File: src/rtl/adder_error_monitor_pkg.sv
// Shared types and default sizing for the approximate-adder error monitor.
package adder_err_pkg;

  localparam int DEF_WIDTH = 16;
  localparam int DEF_CNT_W = 32;
  // Accumulator wide enough for 2^CNT_W samples of a (WIDTH+1)-bit error.
  localparam int DEF_ACC_W = DEF_CNT_W + DEF_WIDTH + 1;

  // Run-control states.
  typedef enum logic [1:0] {
    IDLE  = 2'd0,
    RUN   = 2'd1,
    DRAIN = 2'd2,
    DONE  = 2'd3
  } mon_state_e;

endpackage

File: src/rtl/adder_error_monitor_if.sv
// Run-control, operand-beat and result bus of the error monitor.
// master = producer/consumer side (adder harness), slave = monitor.
interface adder_error_monitor_if
  import adder_err_pkg::*;
#(
  parameter int WIDTH = DEF_WIDTH,
  parameter int CNT_W = DEF_CNT_W,
  parameter int ACC_W = CNT_W + WIDTH + 1
) ();

  logic             start;
  logic [CNT_W-1:0] num_samples;
  logic             in_valid;
  logic             in_ready;
  logic [WIDTH-1:0] in1;
  logic [WIDTH-1:0] in2;
  logic [WIDTH:0]   approx_sum;
  logic             res_valid;
  logic             res_ready;
  logic [CNT_W-1:0] sample_cnt;
  logic [CNT_W-1:0] err_cnt;
  logic [ACC_W-1:0] sum_abs_err;
  logic [WIDTH:0]   max_abs_err;
  logic [WIDTH-1:0] worst_in1;
  logic [WIDTH-1:0] worst_in2;

  modport master (
    output start, num_samples, in_valid, in1, in2, approx_sum, res_ready,
    input  in_ready, res_valid, sample_cnt, err_cnt, sum_abs_err,
           max_abs_err, worst_in1, worst_in2
  );

  modport slave (
    input  start, num_samples, in_valid, in1, in2, approx_sum, res_ready,
    output in_ready, res_valid, sample_cnt, err_cnt, sum_abs_err,
           max_abs_err, worst_in1, worst_in2
  );

endinterface

File: src/rtl/adder_error_monitor_abs_err.sv
// Registered exact sum and absolute error distance against an approximate
// sum. Operands are carried alongside so the consumer can record the worst
// case. Width-generic; data only, validity is tracked by the caller.
module abs_err_stage #(
  parameter int W = 16
) (
  input  logic         clk,
  input  logic         rst_n,
  input  logic         en,
  input  logic [W-1:0] a,
  input  logic [W-1:0] b,
  input  logic [W:0]   approx,
  output logic [W:0]   exact,
  output logic [W:0]   err,
  output logic [W-1:0] a_q,
  output logic [W-1:0] b_q
);

  logic [W:0] exact_c;
  logic [W:0] err_c;

  // Unsigned exact sum and magnitude of its difference to the approximation.
  always_comb begin
    exact_c = {1'b0, a} + {1'b0, b};
    err_c   = (exact_c >= approx) ? (exact_c - approx) : (approx - exact_c);
  end

  // Capture result and operands when a beat is present in the stage before.
  always_ff @(posedge clk or negedge rst_n) begin
    if (!rst_n) begin
      exact <= '0;
      err   <= '0;
      a_q   <= '0;
      b_q   <= '0;
    end else if (en) begin
      exact <= exact_c;
      err   <= err_c;
      a_q   <= a;
      b_q   <= b;
    end
  end

endmodule

File: src/rtl/adder_error_monitor.sv
// Error-metric monitor for an approximate adder: accepts a programmed
// number of operand/approx-sum beats, runs them through a two-stage pipe
// (capture, error) and accumulates count / error count / sum / max metrics.
module adder_error_monitor
  import adder_err_pkg::*;
#(
  parameter int WIDTH = DEF_WIDTH,
  parameter int CNT_W = DEF_CNT_W,
  parameter int ACC_W = CNT_W + WIDTH + 1
) (
  input  logic clk,
  input  logic rst_n,
  adder_error_monitor_if.slave bus
);

  typedef struct packed {
    logic [WIDTH-1:0] in1;
    logic [WIDTH-1:0] in2;
    logic [WIDTH:0]   approx;
  } beat_t;

  mon_state_e       state, state_nxt;
  logic [CNT_W-1:0] n_lat;
  logic [CNT_W-1:0] acc_cnt;
  logic [2:1]       vld_pipe;   // [1] stage-1 beat, [2] stage-2 error
  beat_t            s1;

  logic [WIDTH:0]   s2_exact;
  logic [WIDTH:0]   s2_err;
  logic [WIDTH-1:0] s2_in1;
  logic [WIDTH-1:0] s2_in2;

  logic             start_ok;
  logic             fire;
  logic             last_beat;
  logic             rdy;
  logic             rv;

  logic [CNT_W-1:0] sample_cnt_q;
  logic [CNT_W-1:0] err_cnt_q;
  logic [ACC_W-1:0] sum_abs_err_q;
  logic [WIDTH:0]   max_abs_err_q;
  logic [WIDTH-1:0] worst_in1_q;
  logic [WIDTH-1:0] worst_in2_q;

  assign start_ok  = (state == IDLE) && bus.start;
  assign fire      = rdy && bus.in_valid;
  assign last_beat = fire && ((acc_cnt + CNT_W'(1)) == n_lat);

  // State register.
  always_ff @(posedge clk or negedge rst_n) begin
    if (!rst_n) state <= IDLE;
    else        state <= state_nxt;
  end

  // Next state and handshake outputs.
  always_comb begin
    state_nxt = state;
    rdy       = 1'b0;
    rv        = 1'b0;
    case (state)
      IDLE: begin
        if (bus.start)
          state_nxt = (bus.num_samples == '0) ? DONE : RUN;
      end
      RUN: begin
        rdy = 1'b1;
        if (last_beat) state_nxt = DRAIN;
      end
      DRAIN: begin
        // Empty pipe means the last error has already been accumulated.
        if (vld_pipe == '0) state_nxt = DONE;
      end
      DONE: begin
        rv = 1'b1;
        if (bus.res_ready) state_nxt = IDLE;
      end
      default: state_nxt = IDLE;
    endcase
  end

  // Run length latch and accepted-beat counter.
  always_ff @(posedge clk or negedge rst_n) begin
    if (!rst_n) begin
      n_lat   <= '0;
      acc_cnt <= '0;
    end else if (start_ok) begin
      n_lat   <= bus.num_samples;
      acc_cnt <= '0;
    end else if (fire) begin
      acc_cnt <= acc_cnt + CNT_W'(1);
    end
  end

  // Stage 1 capture and valid shift register; the pipe never stalls.
  always_ff @(posedge clk or negedge rst_n) begin
    if (!rst_n) begin
      vld_pipe <= '0;
      s1       <= '0;
    end else begin
      vld_pipe <= {vld_pipe[1], fire};
      if (fire) s1 <= '{in1: bus.in1, in2: bus.in2, approx: bus.approx_sum};
    end
  end

  // Stage 2: exact sum and error distance.
  abs_err_stage #(.W(WIDTH)) u_abs_err (
    .clk    (clk),
    .rst_n  (rst_n),
    .en     (vld_pipe[1]),
    .a      (s1.in1),
    .b      (s1.in2),
    .approx (s1.approx),
    .exact  (s2_exact),
    .err    (s2_err),
    .a_q    (s2_in1),
    .b_q    (s2_in2)
  );

  // Metric accumulation; a strict compare keeps the first maximum on ties.
  always_ff @(posedge clk or negedge rst_n) begin
    if (!rst_n) begin
      sample_cnt_q  <= '0;
      err_cnt_q     <= '0;
      sum_abs_err_q <= '0;
      max_abs_err_q <= '0;
      worst_in1_q   <= '0;
      worst_in2_q   <= '0;
    end else if (start_ok) begin
      sample_cnt_q  <= '0;
      err_cnt_q     <= '0;
      sum_abs_err_q <= '0;
      max_abs_err_q <= '0;
      worst_in1_q   <= '0;
      worst_in2_q   <= '0;
    end else if (vld_pipe[2]) begin
      sample_cnt_q  <= sample_cnt_q + CNT_W'(1);
      err_cnt_q     <= err_cnt_q + CNT_W'(s2_err != '0);
      sum_abs_err_q <= sum_abs_err_q + ACC_W'(s2_err);
      if (s2_err > max_abs_err_q) begin
        max_abs_err_q <= s2_err;
        worst_in1_q   <= s2_in1;
        worst_in2_q   <= s2_in2;
      end
    end
  end

  assign bus.in_ready    = rdy;
  assign bus.res_valid   = rv;
  assign bus.sample_cnt  = sample_cnt_q;
  assign bus.err_cnt     = err_cnt_q;
  assign bus.sum_abs_err = sum_abs_err_q;
  assign bus.max_abs_err = max_abs_err_q;
  assign bus.worst_in1   = worst_in1_q;
  assign bus.worst_in2   = worst_in2_q;

  // The exact sum is kept in stage 2 for debug visibility only.
  logic unused_exact;
  assign unused_exact = ^s2_exact;

endmodule
File: src/flat_wrapper.sv
// flat-port wrapper written by rule: the top's interface ports become plain ports
module adder_error_monitor_flat import adder_err_pkg::*;
#(
  parameter int WIDTH = DEF_WIDTH,
  parameter int CNT_W = DEF_CNT_W,
  parameter int ACC_W = CNT_W + WIDTH + 1
)
  (clk, rst_n, bus_start, bus_num_samples, bus_in_valid, bus_in1, bus_in2, bus_approx_sum, bus_res_ready, bus_in_ready, bus_res_valid, bus_sample_cnt, bus_err_cnt, bus_sum_abs_err, bus_max_abs_err, bus_worst_in1, bus_worst_in2);
  adder_error_monitor_if #(.WIDTH(WIDTH), .CNT_W(CNT_W), .ACC_W(ACC_W)) bus_i ();
  input  logic clk;
  input  logic rst_n;
  input wire logic [$bits(bus_i.start)-1:0] bus_start;
  input wire logic [$bits(bus_i.num_samples)-1:0] bus_num_samples;
  input wire logic [$bits(bus_i.in_valid)-1:0] bus_in_valid;
  input wire logic [$bits(bus_i.in1)-1:0] bus_in1;
  input wire logic [$bits(bus_i.in2)-1:0] bus_in2;
  input wire logic [$bits(bus_i.approx_sum)-1:0] bus_approx_sum;
  input wire logic [$bits(bus_i.res_ready)-1:0] bus_res_ready;
  output wire logic [$bits(bus_i.in_ready)-1:0] bus_in_ready;
  output wire logic [$bits(bus_i.res_valid)-1:0] bus_res_valid;
  output wire logic [$bits(bus_i.sample_cnt)-1:0] bus_sample_cnt;
  output wire logic [$bits(bus_i.err_cnt)-1:0] bus_err_cnt;
  output wire logic [$bits(bus_i.sum_abs_err)-1:0] bus_sum_abs_err;
  output wire logic [$bits(bus_i.max_abs_err)-1:0] bus_max_abs_err;
  output wire logic [$bits(bus_i.worst_in1)-1:0] bus_worst_in1;
  output wire logic [$bits(bus_i.worst_in2)-1:0] bus_worst_in2;
  assign bus_i.start = bus_start;
  assign bus_i.num_samples = bus_num_samples;
  assign bus_i.in_valid = bus_in_valid;
  assign bus_i.in1 = bus_in1;
  assign bus_i.in2 = bus_in2;
  assign bus_i.approx_sum = bus_approx_sum;
  assign bus_i.res_ready = bus_res_ready;
  assign bus_in_ready = bus_i.in_ready;
  assign bus_res_valid = bus_i.res_valid;
  assign bus_sample_cnt = bus_i.sample_cnt;
  assign bus_err_cnt = bus_i.err_cnt;
  assign bus_sum_abs_err = bus_i.sum_abs_err;
  assign bus_max_abs_err = bus_i.max_abs_err;
  assign bus_worst_in1 = bus_i.worst_in1;
  assign bus_worst_in2 = bus_i.worst_in2;
  adder_error_monitor #(.WIDTH(WIDTH), .CNT_W(CNT_W), .ACC_W(ACC_W)) u_core (.clk(clk), .rst_n(rst_n), .bus(bus_i));
endmodule
File: config.mk
export PLATFORM = sky130hd
export DESIGN_NAME = adder_error_monitor_flat
export DESIGN_NICKNAME = d
export VERILOG_FILES = /design/src/rtl/adder_error_monitor_pkg.sv /design/src/rtl/adder_error_monitor_if.sv /design/src/rtl/adder_error_monitor_abs_err.sv /design/src/rtl/adder_error_monitor.sv /design/src/flat_wrapper.sv
export SDC_FILE = /design/constraint.sdc
export NUM_CORES = 1
export LEC_CHECK = 0
export CAP_MARGIN = 20
export CORE_MARGIN = 2
export CORE_UTILIZATION = 55
export CTS_CLUSTER_SIZE = 16
export DETAILED_ROUTE_END_ITERATION = 8
export MAX_ROUTING_LAYER = met4
export PLACE_DENSITY = 0.89
export SLEW_MARGIN = 20
export SYNTH_ARGS = -nofsm -noshare
export SYNTH_HDL_FRONTEND = slang
export SYNTH_SLANG_ARGS = --single-unit
File: constraint.sdc
create_clock -name clk -period 15.7 [get_ports clk]
set_input_delay 4.71 -clock clk [delete_from_list [all_inputs] [get_ports clk]]
set_output_delay 4.71 -clock clk [all_outputs]
set_load 0.02 [all_outputs]
==> metrics.txt, run 1 <==
status=completed; routed wire length=45.9 mm; critical path arrival=7720 ps; Placed Instances=2,514; Slew Limit Fails=0; R2R cell count=23; # rows=66; GRT overflow=0; worst ir drop on vdd=0.130 mV; final setup margin=8380 ps; RSZ-0062 raised after global routing=false; Mapped Nets=2,065; final period utilization=0.466; vias in the first global route=14,846; Gate Count Post-Synth=1,883; Final nets=2,293; Initial DRT Pass Iterations=5; Hold Violations, Final=0; Max Buffers Root-to-Sink=3; DP Wirelength=32.3 mm; Die Area=34,300 um2; HP Class=register to register; worst slack at placement=7920 ps; CTS tree=built; Req. time, crit path=16,100 ps; GRT Util Overall=0.276; die height=185 um; crit-path max FO=50; Post-CTS Resized=0; Tot Pwr=3.78 mW; WL per Instance=17.8 um; worst hold margin=510 ps; total CTS buffers=37; Final min period=7320 ps; register area share after synthesis=0.454; die width=185 um; relative slew slack=0.337; Synth Warn #=0; port bufs=249; layout cells sized above 1=0.0791; Distinct cells, synth=65; commonest non-fill, non-tap cells in the layout=dfrtp_1 (326), nor2_1 (249), clkdlybuf4s50_1 (248); clock sinks=328; CTS Hold Bufs=0; DR vias=14,746; Area Overhead vs Synth=22.7%; post-CTS setup buffers=0; drt initial violations=1,030; Leakage=10.1 nW; vias per cell=5.72; first-pass GRT wire length=74.7 mm; ys async rst share=1.00; Worst setup SP type=input pin; slew at the pin closest to its max-slew limit=994 ps; RePlAce Congestion=0.917; Non-Filler Instances=2,580; largest net degree at the start of global routing=104; CP Launch Point=bus_in_valid; remaining antenna violation count after routing=0; RR Endpoint=u_core.u_abs_err.err[14]$_DFFE_PN0P_; CTS Root Cell=clkbuf_16; reg2reg setup slack=9070 ps; DRC Markers=0; RR Startpoint=u_core.s1[17]$_DFFE_PN0P_; Mapped Avg Cell Area=9.60 um2; Setup CP Type=input pin to register; Max Clk Rate=137 MHz; initial core utilization=0.557; Max Cap Viol=0; #FFs+latches synth=328; total negative slack=0 ps; final worst clock skew=17.5 ps; crit path to=u_core.state[1]$_DFFE_PN0P_; Synth Cell Area=18,100 um2; I/O pin total=250; top_reg_cell synth=dfrtp_1; H-tree Lvls=2; clk slew on worst S/H paths=60 ps; clock latency on the worst-skew pair=520 ps; Setup violations, final=0; Core ar.=32,500 um2; initial antenna violation count=1; power density cells=170 nW/um2; Worst setup EP type=register; commonest non-fill, non-tap cell in the layout=dfrtp_1; EDFF count, synth=0
-- logic make-up after synthesis --
group           count (synthesis)  share of synthesized area
compound gates                246                     0.0830
simple gates                  716                      0.181
buf+inv                       159                     0.0347
flops                         328                      0.454
fa+ha+maj                      96                     0.0681
xor+xnor                      190                     0.0920
mux                           148                     0.0872
-- cell type report --
class                           instances  area [um2]
Timing Repair Buffer                  260        2590
Clock buffer                           56        1130
Multi-Input combinational cell       1396        9270
Tap cell                              442         553
Fill cell                            2368       10300
Sequential cell                       328        8210
Antenna cell                            1        2.50
Clock inverter                          9         106
Inverter                               88         330
-- critical path, stage by stage --
cell	delay, ps
clkdlybuf4s50_1	460
nand2_1	70
buf_4	290
nor4_1	370
nand4_1	130
nor4_1	310
nand4_1	120
or4_1	430
o31ai_2	270
o2111ai_2	210
mux2_4	340
-- through the flow --
step	cell area [um2]	utilization
floorplan	18100	-
global placement	20900	0.645
detailed placement	20900	0.645
CTS	22200	0.683
global route	22200	0.684
finish	22200	0.684
-- state kept, by name, indices dropped and copies added, names as in the netlist --
signal	count
u_core.vld_pipe	2
u_core.acc_cnt	32
u_core.bus.worst_in2	16
u_core.n_lat	32
u_core.bus.sum_abs_err	49
u_core.state	2
u_core.u_abs_err.a_q	16
u_core.bus.max_abs_err	17
u_core.u_abs_err.err	17
u_core.bus.worst_in1	16
u_core.bus.sample_cnt	32
u_core.s1	49
u_core.u_abs_err.b_q	16
u_core.bus.err_cnt	32
-- synthesized netlist by cell type (all sizes together), types with 5 or more instances --
cell type  number  area share
dfrtp         328        0.45
nor2          249       0.052
nand2         216       0.045
xnor2         100       0.048
ha             92       0.064
xor2           90       0.044
inv            88       0.018
a21oi          76       0.021
mux2           74       0.046
mux2i          74       0.041
o21ai          74       0.020
nand3          64       0.018
clkbuf         54       0.012
nor3           31      0.0086
and3           27      0.0095
nand4          26      0.0093
or3            23      0.0080
a21o           21      0.0087
nor4           21      0.0081
buf            17      0.0047
nor2b          12      0.0042
and4           11      0.0054
a211oi         10      0.0042
o21a           10      0.0042
nand2b          9      0.0031
o211ai          9      0.0037
or2             9      0.0031
a31oi           7      0.0024
and2            7      0.0024
o22ai           6      0.0021
or4             5      0.0021
-- layer usage --
metal	GRT usage	vias up	routed length [um]
met5	-	-	0
li1	-	6881	-
met3	0.0488	112	3250
met2	0.450	540	22100
met1	0.350	7213	19200
met4	0.0895	0	1330
-- report_power, final --
group          switching [mW]  internal (mW)
sequential              0.225           1.05
combinational           0.878          0.751
clock                   0.345          0.530
total                    1.45           2.33
-- worst min path at each step --
stage	start	endpoint	slack, ps	cells after the start
2_1_floorplan	u_core.vld_pipe[1]$_DFF_PN0_	u_core.vld_pipe[2]$_DFF_PN0_	410	0
4_1_cts	u_core.u_abs_err.a_q[0]$_DFFE_PN0P_	u_core.u_abs_err.a_q[0]$_DFFE_PN0P_	510	1
3_3_place_gp	u_core.s1[24]$_DFFE_PN0P_	u_core.s1[24]$_DFFE_PN0P_	490	2
5_1_grt	u_core.u_abs_err.a_q[9]$_DFFE_PN0P_	u_core.u_abs_err.a_q[9]$_DFFE_PN0P_	520	1
3_5_place_dp	u_core.u_abs_err.a_q[0]$_DFFE_PN0P_	u_core.u_abs_err.a_q[0]$_DFFE_PN0P_	500	1
6_report	u_core.u_abs_err.a_q[0]$_DFFE_PN0P_	u_core.u_abs_err.a_q[0]$_DFFE_PN0P_	510	1
Power figures use the tool's default switching activity.
==> inputs of run 2 (changes only) <==
--- a/config.mk
+++ b/config.mk
@@ -7,11 +7,11 @@
 export LEC_CHECK = 0
 export CAP_MARGIN = 20
 export CORE_MARGIN = 2
-export CORE_UTILIZATION = 55
+export CORE_UTILIZATION = 50
 export CTS_CLUSTER_SIZE = 16
 export DETAILED_ROUTE_END_ITERATION = 8
 export MAX_ROUTING_LAYER = met4
-export PLACE_DENSITY = 0.89
+export PLACE_DENSITY = 0.86
 export SLEW_MARGIN = 20
 export SYNTH_ARGS = -nofsm -noshare
 export SYNTH_HDL_FRONTEND = slang
==> constraint.sdc (replaced) <==
create_clock -name clk -period 6.45 [get_ports clk]
set_input_delay 1.935 -clock clk [delete_from_list [all_inputs] [get_ports clk]]
set_output_delay 1.935 -clock clk [all_outputs]
set_load 0.02 [all_outputs]
==> metrics.txt, run 2 (same netlist as run 1, synthesis figures left out) <==
critical path arrival=6430 ps; Net Sw Power=3.50 mW; R2R cell count=23; clk slew on worst S/H paths=60 ps; CTS Root Cell=clkbuf_16; Worst setup EP type=register; slowest stage delay, CP=410 ps; Int Pwr=5.63 mW; die height=194 um; vias in the first global route=14,729; power density cells=411 nW/um2; commonest non-fill, non-tap cells in the layout=dfrtp_1 (326), nor2_1 (249), clkdlybuf4s50_1 (248); routed wire length=45.7 mm; Non-Filler Instances=2,598; FF+latch area=8210 um2; Worst setup SP type=register; Multi-input gate area=9280 um2; GRT overflow=0; DRC Markers=0; WHS Path Cells=1; initial antenna violation count=1; Slew Limit Fails=0; Setup CP Type=register to register; total CTS buffers=37; remaining antenna violation count after routing=0; RR Endpoint=u_core.u_abs_err.err[14]$_DFFE_PN0P_; layout cells sized above 1=0.0805; status=completed; GRT Util Overall=0.248; HP Start=u_core.u_abs_err.a_q[15]$_DFFE_PN0P_; CTS Hold Bufs=0; CP Buf/Inv Count=0; DP Wirelength=32.7 mm; Setup violations, final=0; first-pass GRT wire length=75.6 mm; slew at the pin closest to its max-slew limit=957 ps; final instance area=22,200 um2; Max Clk Rate=166 MHz; RePlAce Congestion=0.893; Gate power share=0.430; relative slew slack=0.362; CP Cell Sequence=ha_1, fa_1, a21oi_1, nor2_1, nor2_1, o21bai_1, a21oi_1, o21bai_1, a41o_1, o41ai_2, o21a_1, xnor2_1, ha_1, a21o_1, a21o_1, a21oi_1, nand3b_1, or2_2, mux2_2, o31a_1, o211ai_1, mux2_2, a221o_1; largest net degree at the start of global routing=142; clock sinks=328; DR vias=14,499; vias per cell=5.58; Final nets=2,292; Hold Violations, Final=0; clock network fraction of total power=0.230; port bufs=249; commonest non-fill, non-tap cell in the layout=dfrtp_1; Area Overhead vs Synth=22.8%; drt initial violations=1,051; switching share of power=0.383; Initial DRT Pass Iterations=6; Fillers=2,790; CP max-delay cell=fa_1; RSZ-0062 raised after global routing=false; Placed Instances=2,532; hold path endpoint=u_core.u_abs_err.a_q[15]$_DFFE_PN0P_; HP Class=register to register; Req. time, crit path=6840 ps; Die Area=37,700 um2; worst ir drop on vdd=0.369 mV; Max Buffers Root-to-Sink=3; worst hold margin=506 ps; most used cell, CP=a21oi_1; Reg power frac=0.340; Max Cap Viol=0; clock latency on the worst-skew pair=520 ps; total negative slack=0 ps; RR Startpoint=u_core.s1[17]$_DFFE_PN0P_; Leakage=10.1 nW; final period utilization=0.937; Core ar.=35,600 um2; CTS tree=built; crit-path max FO=8; initial core utilization=0.508; placed standard-cell area=21,000 um2; H-tree Lvls=2; WL per Instance=17.6 um; # rows=69; Final min period=6040 ps; final worst clock skew=17.6 ps; reg2reg setup slack=410 ps; I/O pin total=250; cell family with most CP delay=compound AO/OA/AOI/OAI gates; die width=194 um
==> run 2: cell count changes in the layout (fill, tap and decap cells not counted), moves of 2 or more <==
cell	previous run	this run
clkbuf_16	39	37
clkinv_4	0	2
clkinv_2	4	8
clkbuf_1	8	5
clkbuf_8	9	6
buf_6	2	0
buf_12	0	3
buf_4	9	7
clkinvlp_4	0	2
==> run 2: worst max-delay path by stage <==
stage / depth (start not counted) / slack, ps / from / end
floorplan: 24 / 800 / u_core.s1[17]$_DFFE_PN0P_ / u_core.u_abs_err.err[14]$_DFFE_PN0P_
global placement: 23 / 380 / u_core.s1[17]$_DFFE_PN0P_ / u_core.u_abs_err.err[14]$_DFFE_PN0P_
detailed placement: 23 / 260 / u_core.s1[17]$_DFFE_PN0P_ / u_core.u_abs_err.err[14]$_DFFE_PN0P_
CTS: 23 / 240 / u_core.s1[17]$_DFFE_PN0P_ / u_core.u_abs_err.err[14]$_DFFE_PN0P_
global route: 23 / 50 / u_core.s1[18]$_DFFE_PN0P_ / u_core.u_abs_err.err[14]$_DFFE_PN0P_
finish: 23 / 410 / u_core.s1[17]$_DFFE_PN0P_ / u_core.u_abs_err.err[14]$_DFFE_PN0P_
==> run 2: layer usage <==
metal	wire length [um]	GRT usage	share of wire
met3	2680	0.0355	0.059
met4	864	0.0595	0.019
met5	0	-	0
met2	21700	0.399	0.47
met1	20500	0.334	0.45
==> run 2: cell type report <==
cell class,instances,share of cell area
inverter,88,0.0149
antenna,1,0.000113
multi-input combinational,1396,0.418
sequential,328,0.370
clock buffer,48,0.0462
timing repair buffer,259,0.117
clock inverter,17,0.00811
tap,461,0.0260
==> run 2: through the flow <==
| stage | power (mW) | util | worst slack (ps) |
|---|---|---|---|
| after global routing | 9.72 | 0.625 | 46.4 |
| after global placement | 6.86 | 0.590 | 376 |
| after floorplan | 5.55 | - | 804 |
| after CTS | 9.17 | 0.624 | 242 |
| final | 9.13 | 0.625 | 408 |
| after detailed placement | 7.01 | 0.590 | 261 |
==> run 2: power by group through the flow <==
stage          combinational (mW)  clock (mW)  sequential (mW)
6_report                     3.92        2.10             3.10
5_1_grt                      4.31        2.24             3.17
4_1_cts                      3.93        2.15             3.10
3_5_place_dp                 3.89           0             3.12
3_3_place_gp                 3.77           0             3.09
2_1_floorplan                2.16           0             3.38
==> run 2: what timing repair did <==
item                       CTS  global route
setup endpoints to repair    0             1
buffers inserted             0             0
resized for setup            0             2
==> run 2: worst reg2reg max path: stages (launching register included) <==
cell,delay [ps]
dfrtp_1,400
ha_1,250
fa_1,410
a21oi_1,150
nor2_1,50
nor2_1,180
o21bai_1,90
a21oi_1,240
o21bai_1,130
a41o_1,270
o41ai_2,320
o21a_1,260
xnor2_1,150
ha_1,340
a21o_1,190
a21o_1,170
a21oi_1,270
nand3b_1,210
or2_2,350
mux2_2,280
o31a_1,330
o211ai_1,210
mux2_2,350
a221o_1,270
==> inputs of run 3 (changes only) <==
--- a/config.mk
+++ b/config.mk
@@ -5,11 +5,12 @@
 export SDC_FILE = /design/constraint.sdc
 export NUM_CORES = 1
 export LEC_CHECK = 0
-export CAP_MARGIN = 20
+export CAP_MARGIN = 10
 export CORE_MARGIN = 2
 export CORE_UTILIZATION = 50
 export CTS_CLUSTER_SIZE = 16
 export DETAILED_ROUTE_END_ITERATION = 8
+export HOLD_SLACK_MARGIN = 0.03
 export MAX_ROUTING_LAYER = met4
 export PLACE_DENSITY = 0.86
 export SLEW_MARGIN = 20
==> results of run 3 <==
The final DEF is identical to that of run 2; final timing and power are the same.
